===== src/rtl/dmem_access_unit.sv =====
// dmem_access_unit: MEM-stage controller that maps byte/half/word loads and stores
// onto a word-only data memory, with read-modify-write for sub-word stores.
`default_nettype none

module dmem_access_unit #(
  parameter int MEM_BYTES_LOG2 = 13
) (
  input  logic        clk,
  input  logic        rst,
  input  logic        req,
  input  logic        we,
  input  logic [1:0]  size,
  input  logic        sign_ext,
  input  logic [31:0] addr,
  input  logic [31:0] wdata,
  output logic        busy,
  output logic        done,
  output logic        err,
  output logic [31:0] rdata,
  output logic [31:0] mem_address,
  output logic [31:0] mem_din,
  output logic        mem_read,
  output logic        mem_write,
  input  logic [31:0] mem_dout
);

  localparam logic [2:0] IDLE   = 3'd0;
  localparam logic [2:0] RD     = 3'd1;
  localparam logic [2:0] LD_FMT = 3'd2;
  localparam logic [2:0] WR     = 3'd3;
  localparam logic [2:0] RMW_WR = 3'd4;
  localparam logic [2:0] FAULT  = 3'd5;

  localparam logic [1:0] SZ_BYTE = 2'b00;
  localparam logic [1:0] SZ_HALF = 2'b01;
  localparam logic [1:0] SZ_WORD = 2'b10;

  logic [2:0]  state;
  logic [2:0]  next_state;
  logic        cap_we;
  logic [1:0]  cap_size;
  logic        cap_sext;
  logic [31:0] cap_addr;
  logic [31:0] cap_wdata;
  logic        req_fault;
  logic [7:0]  lane_byte;
  logic [15:0] lane_half;
  logic [31:0] load_val;
  logic [31:0] merged;

  // Fault decode works on the live request, since the branch is taken at the capture edge.
  always_comb begin
    req_fault = ((addr >> MEM_BYTES_LOG2) != 32'd0);
    case (size)
      SZ_BYTE: req_fault = req_fault;
      SZ_HALF: req_fault = req_fault | addr[0];
      SZ_WORD: req_fault = req_fault | (addr[1:0] != 2'b00);
      default: req_fault = 1'b1;
    endcase
  end

  always_ff @(posedge clk or posedge rst) begin
    if (rst) begin
      state <= IDLE;
    end else begin
      state <= next_state;
    end
  end

  always_comb begin
    next_state = state;
    case (state)
      IDLE: begin
        if (req) begin
          if (req_fault)
            next_state = FAULT;
          else if (we && size == SZ_WORD)
            next_state = WR;
          else
            next_state = RD;
        end
      end
      RD:      next_state = cap_we ? RMW_WR : LD_FMT;
      LD_FMT:  next_state = IDLE;
      WR:      next_state = IDLE;
      RMW_WR:  next_state = IDLE;
      FAULT:   next_state = IDLE;
      default: next_state = IDLE;
    endcase
  end

  always_comb begin
    busy      = (state != IDLE);
    mem_read  = (state == RD);
    mem_write = (state == WR) || (state == RMW_WR);
    mem_din   = 32'd0;
    if (state == WR)
      mem_din = cap_wdata;
    else if (state == RMW_WR)
      mem_din = merged;
  end

  assign mem_address = {cap_addr[31:2], 2'b00};

  always_comb begin
    case (cap_addr[1:0])
      2'd0:    lane_byte = mem_dout[7:0];
      2'd1:    lane_byte = mem_dout[15:8];
      2'd2:    lane_byte = mem_dout[23:16];
      default: lane_byte = mem_dout[31:24];
    endcase
    lane_half = cap_addr[1] ? mem_dout[31:16] : mem_dout[15:0];
    case (cap_size)
      SZ_BYTE: load_val = {{24{cap_sext & lane_byte[7]}}, lane_byte};
      SZ_HALF: load_val = {{16{cap_sext & lane_half[15]}}, lane_half};
      default: load_val = mem_dout;
    endcase
  end

  always_comb begin
    merged = mem_dout;
    if (cap_size == SZ_BYTE) begin
      case (cap_addr[1:0])
        2'd0:    merged[7:0]   = cap_wdata[7:0];
        2'd1:    merged[15:8]  = cap_wdata[7:0];
        2'd2:    merged[23:16] = cap_wdata[7:0];
        default: merged[31:24] = cap_wdata[7:0];
      endcase
    end else if (cap_size == SZ_HALF) begin
      if (cap_addr[1])
        merged[31:16] = cap_wdata[15:0];
      else
        merged[15:0] = cap_wdata[15:0];
    end
  end

  always_ff @(posedge clk or posedge rst) begin
    if (rst) begin
      cap_we    <= 1'b0;
      cap_size  <= 2'b00;
      cap_sext  <= 1'b0;
      cap_addr  <= 32'd0;
      cap_wdata <= 32'd0;
    end else if (state == IDLE && req) begin
      cap_we    <= we;
      cap_size  <= size;
      cap_sext  <= sign_ext;
      cap_addr  <= addr;
      cap_wdata <= wdata;
    end
  end

  // Completion flags pulse for a single cycle; rdata only moves on a successful load.
  always_ff @(posedge clk or posedge rst) begin
    if (rst) begin
      done  <= 1'b0;
      err   <= 1'b0;
      rdata <= 32'd0;
    end else begin
      done <= 1'b0;
      err  <= 1'b0;
      case (state)
        FAULT: begin
          done <= 1'b1;
          err  <= 1'b1;
        end
        LD_FMT: begin
          done  <= 1'b1;
          rdata <= load_val;
        end
        WR, RMW_WR: done <= 1'b1;
        default: ;
      endcase
    end
  end

endmodule

`default_nettype wire


===== config.mk =====
export PLATFORM = sky130hd
export DESIGN_NAME = dmem_access_unit
export DESIGN_NICKNAME = d
export VERILOG_FILES = /design/src/rtl/dmem_access_unit.sv
export SDC_FILE = /design/constraint.sdc
export NUM_CORES = 1
export LEC_CHECK = 0
export CORE_UTILIZATION = 46
export CTS_CLUSTER_SIZE = 30
export DETAILED_ROUTE_END_ITERATION = 10
export GPL_TIMING_DRIVEN = 0
export PLACE_DENSITY = 0.83
export SLEW_MARGIN = 20
export SYNTH_ARGS = -nofsm -noshare
export SYNTH_HDL_FRONTEND = slang
export SYNTH_SLANG_ARGS = --single-unit

===== constraint.sdc =====
create_clock -name clk -period 4.2 [get_ports clk]
set_input_delay 0.42 -clock clk [delete_from_list [all_inputs] [get_ports clk]]
set_output_delay 0.42 -clock clk [all_outputs]
set_load 0.01 [all_outputs]

==> impl_metrics.env <==
export IMPL_status="finished, final reports clean"
export IMPL_fin_nets=903
export IMPL_drtIter0Drc=473
export IMPL_postCtsSetupBuffers=0
export IMPL_synthTopCellsByCount="dfrtp_1, nand2_1, mux2_1"
export IMPL_clock_skew_ps=10.7
export IMPL_slowest_stage="clkdlybuf4s50_1"
export IMPL_grt_util_met1_pct=38.1
export IMPL_dieArea_um2=13000
export IMPL_area_growth_pct=44.3
export IMPL_io_buffers=201
export IMPL_synth_edf_count=0
export IMPL_clk_pin_slew_worst_paths_ps=70
export IMPL_synth_cell_area_um2=5760
export IMPL_path_class="reg2out"
export IMPL_vias=5436
export IMPL_crit_path_start_kind="flip-flop"
export IMPL_ant_nets=0
export IMPL_dp_hpwl_um=14700
export IMPL_fp_dieW_um=114
export IMPL_place_inst=954
export IMPL_synth_top_area_share_pct=45.6
export IMPL_netlist_top_cells_area="dfrtp_1, mux2_1, nand2_1, buf_4, o21ai_0"
export IMPL_drive_above_1_share_pct=11.2
export IMPL_r2r_end="rdata[28]$_DFFE_PP0N_"
export IMPL_synth_seq_cells=105
export IMPL_power_leakage_nw=3.52
export IMPL_met2_usage_pct=50.9
export IMPL_postSynthCellCount=583
export IMPL_rsz0062_at_grt="no"
export IMPL_timing_critical_path_buf_inv=2
export IMPL_synth_area_per_cell_um2=9.88
export IMPL_internal_power_mw=3.77
export IMPL_start_util_pct=47.6
export IMPL_final_cells=970
export IMPL_r2r_start="state[2]$_DFFE_PP0P_"
export IMPL_ctsRootBufferMaster="clkbuf_16"
export IMPL_hold_violations=0
export IMPL_setup_viol=0
export IMPL_clock_path_buffers=2
export IMPL_fp_coreArea_um2=12100
export IMPL_slew_violations=0
export IMPL_critPathMaxStageDelay_ps=590
export IMPL_wirelength_um=19000
export IMPL_wire_per_inst_um=19.6
export IMPL_grt_pass1_wl_um=29600
export IMPL_path_cells="buf_2 > nand2_2 > nor2_1 > a221o_1 > a22oi_1 > o21ai_0 > clkdlybuf4s50_1"
export IMPL_rr_worst_depth=7
export IMPL_fin_crit_ps=3230
export IMPL_critPathRequiredTime_ps=3780
export IMPL_swShare_pct=38.8
export IMPL_period_share_pct=76.8
export IMPL_ys_warn_count=0
export IMPL_timing_max_cap_violations=0
export IMPL_yosys_area_top_type="dfrtp_1"
export IMPL_place_congestion=0.968
export IMPL_clkLatencyLatePin_ps=370
export IMPL_io_pin_count=204
export IMPL_max_clock_freq_mhz=310
export IMPL_use_met3_pct=7.17
export IMPL_antenna_found_initial=0
export IMPL_grt_overflow_total=0
export IMPL_cts_tree="yes"
export IMPL_p_per_area_nw_per_um2=741
export IMPL_cts_buffers=9
export IMPL_drc=0
export IMPL_p_switching_mw=2.39
export IMPL_diodes=0
export IMPL_viasPerCell=5.60
export IMPL_rows=40
export IMPL_grt_pass1_vias=5397
export IMPL_die_h_um=114
export IMPL_post_route_util_pct=68.6
export IMPL_tightest_slew_ps=665
export IMPL_p_seq_share_pct=30.4
export IMPL_first_pass_iters=7
export IMPL_ys_flop_type="dfrtp_1"
export IMPL_ys_seq_area_share_pct=45.6
export IMPL_clockPowerShare_pct=13.7
export IMPL_total_power_mw=6.16
export IMPL_htreeDepth=3
export IMPL_cts_repair_resized=0
export IMPL_ys_types=45
export IMPL_fillerInstances=996
export IMPL_end_kind="primary output"
export IMPL_power_frac_comb_pct=55.9
export IMPL_hold_class="in2async"
export IMPL_async_reset_ff_share_pct=100
export IMPL_cts_hold_buffers_added=0
export IMPL_grt_max_degree=76
export IMPL_r2r_slack_ps=2160
export IMPL_gr_usage_all_layers_pct=30.3
export IMPL_relSlewSlack_pct=55.5
export IMPL_top_usage_layer="met2"
export IMPL_cts_sinks=105
export IMPL_max_vdd_ir_drop_mv=0.381
export IMPL_cp_max_fo=10
export IMPL_arrival_ps=2810
export IMPL_setup_tns_ps=0
export IMPL_cpLargestDelayFamily="buffers and inverters"
export IMPL_synth_most_common_cell="dfrtp_1"
## cell usage in the layout, fill, tap and decap left out, types with 19 or more instances in the layout
| master | netlist | layout |
|---|---|---|
| a21oi_1 | 27 | 27 |
| buf_4 | 34 | 34 |
| clkbuf_1 | 20 | 21 |
| clkdlybuf4s50_1 | 0 | 201 |
| dfrtp_1 | 105 | 105 |
| inv_1 | 31 | 30 |
| mux2_1 | 48 | 48 |
| nand2_1 | 81 | 81 |
| nand3_1 | 19 | 19 |
| o21ai_0 | 38 | 38 |
## how the worst max path moves through the flow
| stage | startpoint | to | slack (ps) | depth (start not counted) |
|---|---|---|---|---|
| 4_1_cts | cap_addr[1]$_DFFE_PP0P_ | mem_din[26] | 1010 | 7 |
| 5_1_grt | state[1]$_DFFE_PP0P_ | mem_din[23] | 840 | 7 |
| 3_5_place_dp | cap_addr[1]$_DFFE_PP0P_ | mem_din[26] | 1400 | 7 |
| 6_report | cap_addr[1]$_DFFE_PP0P_ | mem_din[28] | 970 | 7 |
| 2_1_floorplan | rst | cap_addr[0]$_DFFE_PP0P_ | 1020 | 1 |
| 3_3_place_gp | rst | rdata[7]$_DFFE_PP0N_ | -410 | 2 |
## final cells by class
cell class                      instances  area (µm²)  area share (%)
Sequential cell                       105        2630            31.6
Multi-Input combinational cell        375        2550            30.7
Timing Repair Buffer                  202        2040            24.5
Buffer                                 73         470            5.66
Clock buffer                           13         270            3.25
Tap cell                              168         210            2.53
Inverter                               31         121            1.46
Clock inverter                          3        21.3           0.256
## registers in the layout, summed over array words and instances (netlist names)
| signal | flops |
|---|---|
| state | 3 |
| cap_we | 1 |
| cap_addr | 32 |
| cap_wdata | 32 |
| rdata | 32 |
| cap_sext | 1 |
| cap_size | 2 |
| done | 1 |
| err | 1 |
## cell families after synthesis
logic type | share of synthesized area, %
XOR/XNOR | 0.152
AND/OR/NAND/NOR | 12.2
flip-flops | 45.6
multiplexers | 14.3
other | 0.0651
buffers and inverters | 10.2
AO/OA/AOI/OAI | 16.9
adder cells (fa/ha/maj) | 0.652
## metrics by stage
| step | hold WS [ps] | instance area, µm² | setup WS (ps) |
|---|---|---|---|
| 2_1_floorplan | 458 | 5770 | 1020 |
| 3_3_place_gp | 465 | 7990 | -414 |
| 3_5_place_dp | 475 | 8020 | 1400 |
| 4_1_cts | 413 | 8310 | 1010 |
| 5_1_grt | 429 | 8310 | 836 |
| 6_report | 409 | 8310 | 973 |
## worst register-to-register path, delay by kind of cell (launching register included)
kind	cells	cell delay, ps
flip-flops	1	330
buffers and inverters	3	840
AND/OR/NAND/NOR	2	210
AO/OA/AOI/OAI	2	500
## per-layer routing
layer	vias up	share of wire, %
met5	-	0
li1	2468	-
met3	28	9.5
met4	0	1.9
met2	310	48
met1	2630	40
## power by group through the flow
stage	registers, mW	clock network (mW)	logic (mW)
global route	1.93	0.894	3.71
finish	1.87	0.843	3.44
detailed placement	1.88	0	3.41
floorplan	1.83	0	1.91
CTS	1.87	0.851	3.43
global placement	1.85	0	3.34
Power figures use the tool's default switching activity.
